===== src/rtl/fx2ft_sched.sv =====
// fx2ft_sched: schedules N_REQ requesters onto one shared converter from signed
// Q1.22 fixed point to IEEE-754 single precision.
// Two-stage pipeline: S1 holds the captured operand and its tag; S2 drives out_*.
// Configuration macro FX2FT_ROUND_ROBIN_EN: when defined, a rotating priority
// pointer is used; when undefined, fixed priority applies and the lowest index wins.
module fx2ft_sched #(
    parameter int N_REQ = 4,
    parameter int TAG_W = $clog2(N_REQ)
) (
    input  logic                  clk,
    input  logic                  rst_n,
    input  logic [N_REQ-1:0]      req_valid,
    input  logic [24*N_REQ-1:0]   req_data,
    output logic [N_REQ-1:0]      req_ready,
    output logic                  out_valid,
    input  logic                  out_ready,
    output logic [31:0]           out_data,
    output logic [TAG_W-1:0]      out_tag
);

    logic              adv;
    logic              found;
    logic [TAG_W-1:0]  win;
    logic [TAG_W-1:0]  idx;
    logic [23:0]       win_data;

    logic              s1_valid;
    logic [23:0]       s1_data;
    logic [TAG_W-1:0]  s1_tag;

    logic              sign;
    logic [22:0]       mag;
    logic [4:0]        lead;
    logic [7:0]        expo;
    logic [22:0]       mant;
    logic [31:0]       conv;

`ifdef FX2FT_ROUND_ROBIN_EN
    logic [TAG_W-1:0]  ptr;
`endif

    // The whole pipe moves together unless a valid result is blocked at the output.
    assign adv = !out_valid || out_ready;

    // Grant search: first valid requester at or after the priority origin, wrapping.
    always_comb begin
        found    = 1'b0;
        win      = '0;
        win_data = '0;
        idx      = '0;
        for (int unsigned k = 0; k < N_REQ; k++) begin
`ifdef FX2FT_ROUND_ROBIN_EN
            idx = TAG_W'((32'(ptr) + k) % N_REQ);
`else
            idx = TAG_W'(k);
`endif
            if (!found && req_valid[idx]) begin
                found    = 1'b1;
                win      = idx;
                win_data = req_data[24*idx +: 24];
            end
        end
    end

    // Ready goes only to the winner, only when S1 can load, and never during reset.
    always_comb begin
        req_ready = '0;
        if (adv && found && rst_n) begin
            req_ready[win] = 1'b1;
        end
    end

`ifdef FX2FT_ROUND_ROBIN_EN
    // Priority pointer moves to the requester just after the one that handshook.
    always_ff @(posedge clk or negedge rst_n) begin
        if (!rst_n) begin
            ptr <= '0;
        end else if (adv && found) begin
            ptr <= (win == TAG_W'(N_REQ - 1)) ? '0 : win + TAG_W'(1);
        end
    end
`endif

    // S1: capture the granted operand and its tag, or go empty when nobody is granted.
    always_ff @(posedge clk or negedge rst_n) begin
        if (!rst_n) begin
            s1_valid <= 1'b0;
            s1_data  <= '0;
            s1_tag   <= '0;
        end else if (adv) begin
            s1_valid <= found;
            if (found) begin
                s1_data <= win_data;
                s1_tag  <= win;
            end
        end
    end

    // Converter: magnitude over 23 bits, normalise on the leading one, exact result.
    // Zero and the most-negative input have no leading one in 23 bits and are overridden.
    always_comb begin
        sign = s1_data[23];
        mag  = sign ? (~s1_data[22:0] + 23'd1) : s1_data[22:0];
        lead = '0;
        for (int unsigned b = 0; b < 23; b++) begin
            if (mag[b]) begin
                lead = 5'(b);
            end
        end
        expo = 8'd105 + {3'b000, lead};
        mant = 23'(mag << (5'd23 - lead));
        if (s1_data == 24'h000000) begin
            conv = '0;
        end else if (s1_data == 24'h800000) begin
            conv = 32'hC000_0000;
        end else begin
            conv = {sign, expo, mant};
        end
    end

    // S2: the output register, loaded from S1 whenever the pipe advances.
    always_ff @(posedge clk or negedge rst_n) begin
        if (!rst_n) begin
            out_valid <= 1'b0;
            out_data  <= '0;
            out_tag   <= '0;
        end else if (adv) begin
            out_valid <= s1_valid;
            if (s1_valid) begin
                out_data <= conv;
                out_tag  <= s1_tag;
            end
        end
    end

endmodule


===== config.mk =====
export PLATFORM = sky130hd
export DESIGN_NAME = fx2ft_sched
export DESIGN_NICKNAME = d
export VERILOG_FILES = /design/src/rtl/fx2ft_sched.sv
export SDC_FILE = /design/constraint.sdc
export NUM_CORES = 1
export LEC_CHECK = 0
export BUFFER_PORTS_ARGS = -buffer_cell sky130_fd_sc_hd__buf_2
export CAP_MARGIN = 10
export CORE_ASPECT_RATIO = 2
export CORE_MARGIN = 3
export CORE_UTILIZATION = 35
export DETAILED_ROUTE_END_ITERATION = 8
export MAX_ROUTING_LAYER = met4
export PLACE_DENSITY = 0.54
export SETUP_SLACK_MARGIN = 0.3
export SYNTH_ARGS = -nofsm -noshare
export SYNTH_HDL_FRONTEND = slang
export SYNTH_SLANG_ARGS = --single-unit

===== constraint.sdc =====
create_clock -name clk -period 7 [get_ports clk]
set_input_delay 0.7 -clock clk [delete_from_list [all_inputs] [get_ports clk]]
set_output_delay 0.7 -clock clk [all_outputs]
set_load 0.03 [all_outputs]

# Yosys cells after proc, flatten, opt, wreduce, memory -nomap -nowiden
# Cells that the tools add are included.
# op_classes
addsub	3
magnitude_cmp	2
eq_ne	1
shifts	1
muxes	39
bitwise	1
n_reduce_logical	14
# op_table
op	count
5-bit two-way mux	21
24-bit two-way mux	4
32-bit two-way mux	2
24-bit equality test, second input constant	1
24-bit zero test	1
23-bit by 1-bit adder with 23-bit output, second input constant	1
23-bit two-way mux	1
23-bit NOT	1
23-bit by 5-bit left shift with 23-bit output	1
7-bit by 5-bit adder with 8-bit output, first input constant	1
1-bit two-way mux	7
1-bit logical AND	6
5-bit subtractor, first input constant	1
1-bit zero test	4
2-bit two-way mux	2
4-bit two-way mux	1
2-bit AND reduction	2
2-bit by 3-bit less-than comparator with 1-bit output, second input constant	1
1-bit demux with 2-bit select	1
2-bit by 1-bit greater-or-equal comparator with 1-bit output, second input constant	1
1-bit logical OR	1
# totals
register_bits	62
input_bits	103
elab_cells	67

# Logic depth before layout (Yosys ltp)
# logic_depth
depth_word	29
depth_mapped	17
ltp_nobuf	15

# Worst setup path before layout
# OpenSTA, ideal clock, no wires.
# synth_path
path_kind	register to register
from	register s1_data[0]
to	register out_data[7]
setup_time_ps	68
arrival_time_ps	4209
t_required_ps	6932
slack_ps	2723
stages_incl_launch_ff	15
path_buffers	2
period_less_slack_ps	4277
path_cell_list	dfrtp_1 clkbuf_1 inv_1 ha_1 or4b_4 or4_4 nor4_1 o2111ai_1 o31ai_1 nand3_1 ha_1 or3_1 nor2_1 clkbuf_1 a32o_1
# synth_via
elab_chain_cells	29
word_cells_on_any_way	31
classes_between	2 x add/sub; 1 x eq/ne; 1 x shift; 25 x mux; 1 x bitwise; 1 x reduce/logical
# synth_rtl
item	line_no	source
from (decl)	28	logic [23:0] s1_data;
from (signal assigned)	93	s1_data <= win_data;
23-bit NOT	103	mag = sign ? (~s1_data[22:0] + 23'd1) : s1_data[22:0];
23-bit by 1-bit adder with 23-bit output	103	
23-bit two-way mux	103	
1-bit two-way mux	106	if (mag[b]) begin
5-bit two-way mux (21 in a row)	106	
5-bit subtractor	111	mant = 23'(mag << (5'd23 - lead));
23-bit by 5-bit left shift with 23-bit output	111	
32-bit two-way mux	114	end else if (s1_data == 24'h800000) begin
32-bit two-way mux *	112	if (s1_data == 24'h000000) begin
to (signal assigned)	130	out_data <= conv;
to (decl)	17	output logic [31:0] out_data,
# Every way passes the cells marked *; elsewhere a longest branch is shown, timed or not.
# A chain may end at the register's enable or synchronous reset.

# Worst setup path after layout
# layout_path
from	register s1_data[0]
to	register out_data[11]
# The elaborated chain is that of the path after synthesis.

==> metrics.cfg <==
[run_status]
outcome = complete, no violations

[yosys]
yosys.area_share.simple_pct = 20.8
synth-seq-area-share_pct = 28.8
synthXorXnorAreaFrac_pct = 5.02
synth_compound_area_share_pct = 30.1
synth_fa_ha_area_share_pct = 0.930
synth_seq_cells = 62
synth_flop_cell = dfrtp_1
synth.most_common_cell = nor2_1
synthMuxAreaShare_pct = 9.16
synth_area_leaders = dfrtp_1, mux2i_1, nor2_1, nand2_1, a21oi_1
synthesis.nets = 767
synthTopCellsByCount = nor2_1, nand2_1, dfrtp_1, a21oi_1
syn-cell-area_sq_um = 5380
yosys.area.top_type = dfrtp_1
synthCells = 660
async_reset_ff_share_pct = 100
synth_top_family_by_area = compound AO/OA/AOI/OAI gates
avgSynthCellArea_sq_um = 8.16
ys_warn_count = 0
ys_types = 82
synth_edf_count = 0
synth.top_cell.area_share_pct = 28.8

[power_and_ir_drop]
ir_worst_vdd_uv = 124
p_leak_nw = 2.84
sw_frac_of_total_pct = 47.3
pwr-share-comb_pct = 54.6
p_clk_share_pct = 19.1
switching_power_mw = 1.03
power_frac_seq_pct = 26.4
internal-power_mw = 1.15
pwr_density_cell_nw_per_um2 = 338

[worst_setup_path]
start_kind = flop
slowest_delay_ps = 880
path_class = flop to flop
critPathBufInv = 1
cp.arrival_ps = 5660
worstPathRequired_ps = 7270
cp-end-kind = flop
cp_top_family = simple AND/OR/NAND/NOR gates
slowest_stage = o31ai_1
cp_cell_sequence = inv_1, ha_1, nor4b_2, nand4_1, o21ba_2, o31ai_1, nand3_1, ha_1, or3_1, nor2_1, a22oi_1, nand2_1
crit_path_frequent_cell = ha_1
crit_fanout = 11

[floorplan]
io-pin-count = 142
fp.dieArea_sq_um = 17000
coreArea_sq_um = 15000
rows = 63
initial_utilization_pct = 35.9
die_w_microns = 93.7
fp.dieH_microns = 181

[clocking]
clock-root-buffer = clkbuf_16
tritoncts = yes
numCtsBuffers = 9
htree_num_levels = 3
clk_pin_slew_ps = 50
cts_setup_buffers = 0
postCtsHoldBufs = 0
cts_buffer_depth = 2
clkLatencyLatePin_ps = 330
clkSinkCount = 62
cts_resized = 0

[timing]
hold_viol_final = 0
fin_crit_ps = 5390
relSlewSlack_pct = 26.0
fin_crit_sh_pct = 77.0
worst_pin_slew_ps = 1100
finalSetupTns_ps = 0
worst_clock_skew_ps = 6.00
slew_violations = 0
final-setup-viol-count = 0
timing.fmax_mhz = 186
rsz0062_at_grt = false

[worst_hold_path]
hold_path_class = input pin to async pin

[layout]
diodes = 0
utilization_pct = 43.1
regArea_sq_um = 1550
instances_no_fill = 965
drive_above_1_share_pct = 25.5
final_nets = 874
multiInputGateArea_sq_um = 3570
area_growth_pct = 20.0
fillers = 1569

[global_route]
grt_pass1_wl_microns = 28900
grt.overflow.total = 0
grt_max_degree = 55
grt_pass1_vias = 5691
grt_usage_pct = 21.8
antenna_found_initial = 0

[detailed_routing]
drt_iter0_drc = 252
wl_met2_microns = 9710
ant_nets = 0
m1WireLength_microns = 6640
maxUsedRoutingLayer = met4
via_per_inst = 5.83
drt_wl_total_microns = 18000
wl_met3_microns = 756
wl_per_cell_microns = 18.7
vias = 5627
firstDrtPassIters = 5
drc_errors = 0

[placement]
globalplace.congestion = 0.958
io_buffer_count = 141
dpl.cell_count = 951
place_hpwl_microns = 14600

[job]
maxCapViolations = 0

## final cells by class
cell class	count	area share (%)
Clock buffer	13	4.18
Timing Repair Buffer	150	12.0
Inverter	13	0.794
Tap cell	195	3.78
Clock inverter	1	0.0775
Multi-Input combinational cell	531	55.2
Sequential cell	62	24.0
## layout by cell type (no fill, tap or decap), types with 15 or more instances in the layout
| master | count |
|---|---|
| nand2_1 | 65 |
| buf_2 | 141 |
| nand3_1 | 15 |
| xnor2_1 | 16 |
| dfrtp_1 | 62 |
| a22oi_1 | 30 |
| nor2_1 | 78 |
| o21ai_0 | 25 |
| mux2i_1 | 38 |
| a221oi_1 | 25 |
| a21oi_1 | 46 |
## sequential cells by signal, summed over array words and instances, names as in the netlist
signal	cells
out_valid	1
s1_tag	2
s1_valid	1
out_data	32
out_tag	2
s1_data	24
## power groups by stage
stage | Combinational [mW] | Clock, mW | Sequential, mW
6_report | 1.19 | 0.417 | 0.576
3_5_place_dp | 1.19 | 0 | 0.584
4_1_cts | 1.19 | 0.424 | 0.579
3_3_place_gp | 1.19 | 0 | 0.577
2_1_floorplan | 0.715 | 0 | 0.701
5_1_grt | 1.29 | 0.439 | 0.596
## layer usage
metal	track usage, %	up-vias
met2	39.0	203
met1	22.6	2669
met4	11.6	0
met5	-	-
met3	3.03	53
li1	-	2702
## through the flow
stage	hold slack, ps	power (mW)	cell area (sq um)	setup slack, ps
after floorplan	404	1.42	5380	2720
after global placement	454	1.77	6190	1830
after detailed placement	457	1.77	6190	1690
after CTS	411	2.20	6460	1660
after global routing	449	2.33	6460	1220
final	394	2.19	6460	1610
## final timing paths
path | from | to | slack (ps) | cells after the start
hold reg to reg | out_data[11] | out_data[11] | 460 | 2
setup reg to reg | s1_data[0] | out_data[11] | 1610 | 12
max in group asynchronous | rst_n | out_data[15] | 5670 | 2
min in group clk | out_data[11] | out_data[11] | 460 | 2
setup / recovery | s1_data[0] | out_data[11] | 1610 | 12
hold / removal | rst_n | s1_data[21] | 390 | 1
## cells by family (layout without fill, tap and decap cells)
| group | after synthesis | after routing |
|---|---|---|
| XOR/XNOR | 30 | 30 |
| flip-flops | 62 | 62 |
| multiplexers | 46 | 46 |
| adder cells (fa/ha/maj) | 4 | 4 |
| buffers and inverters | 67 | 177 |
| AND/OR/NAND/NOR | 231 | 231 |
| AO/OA/AOI/OAI | 220 | 220 |
(Power assumes the default switching activity.)
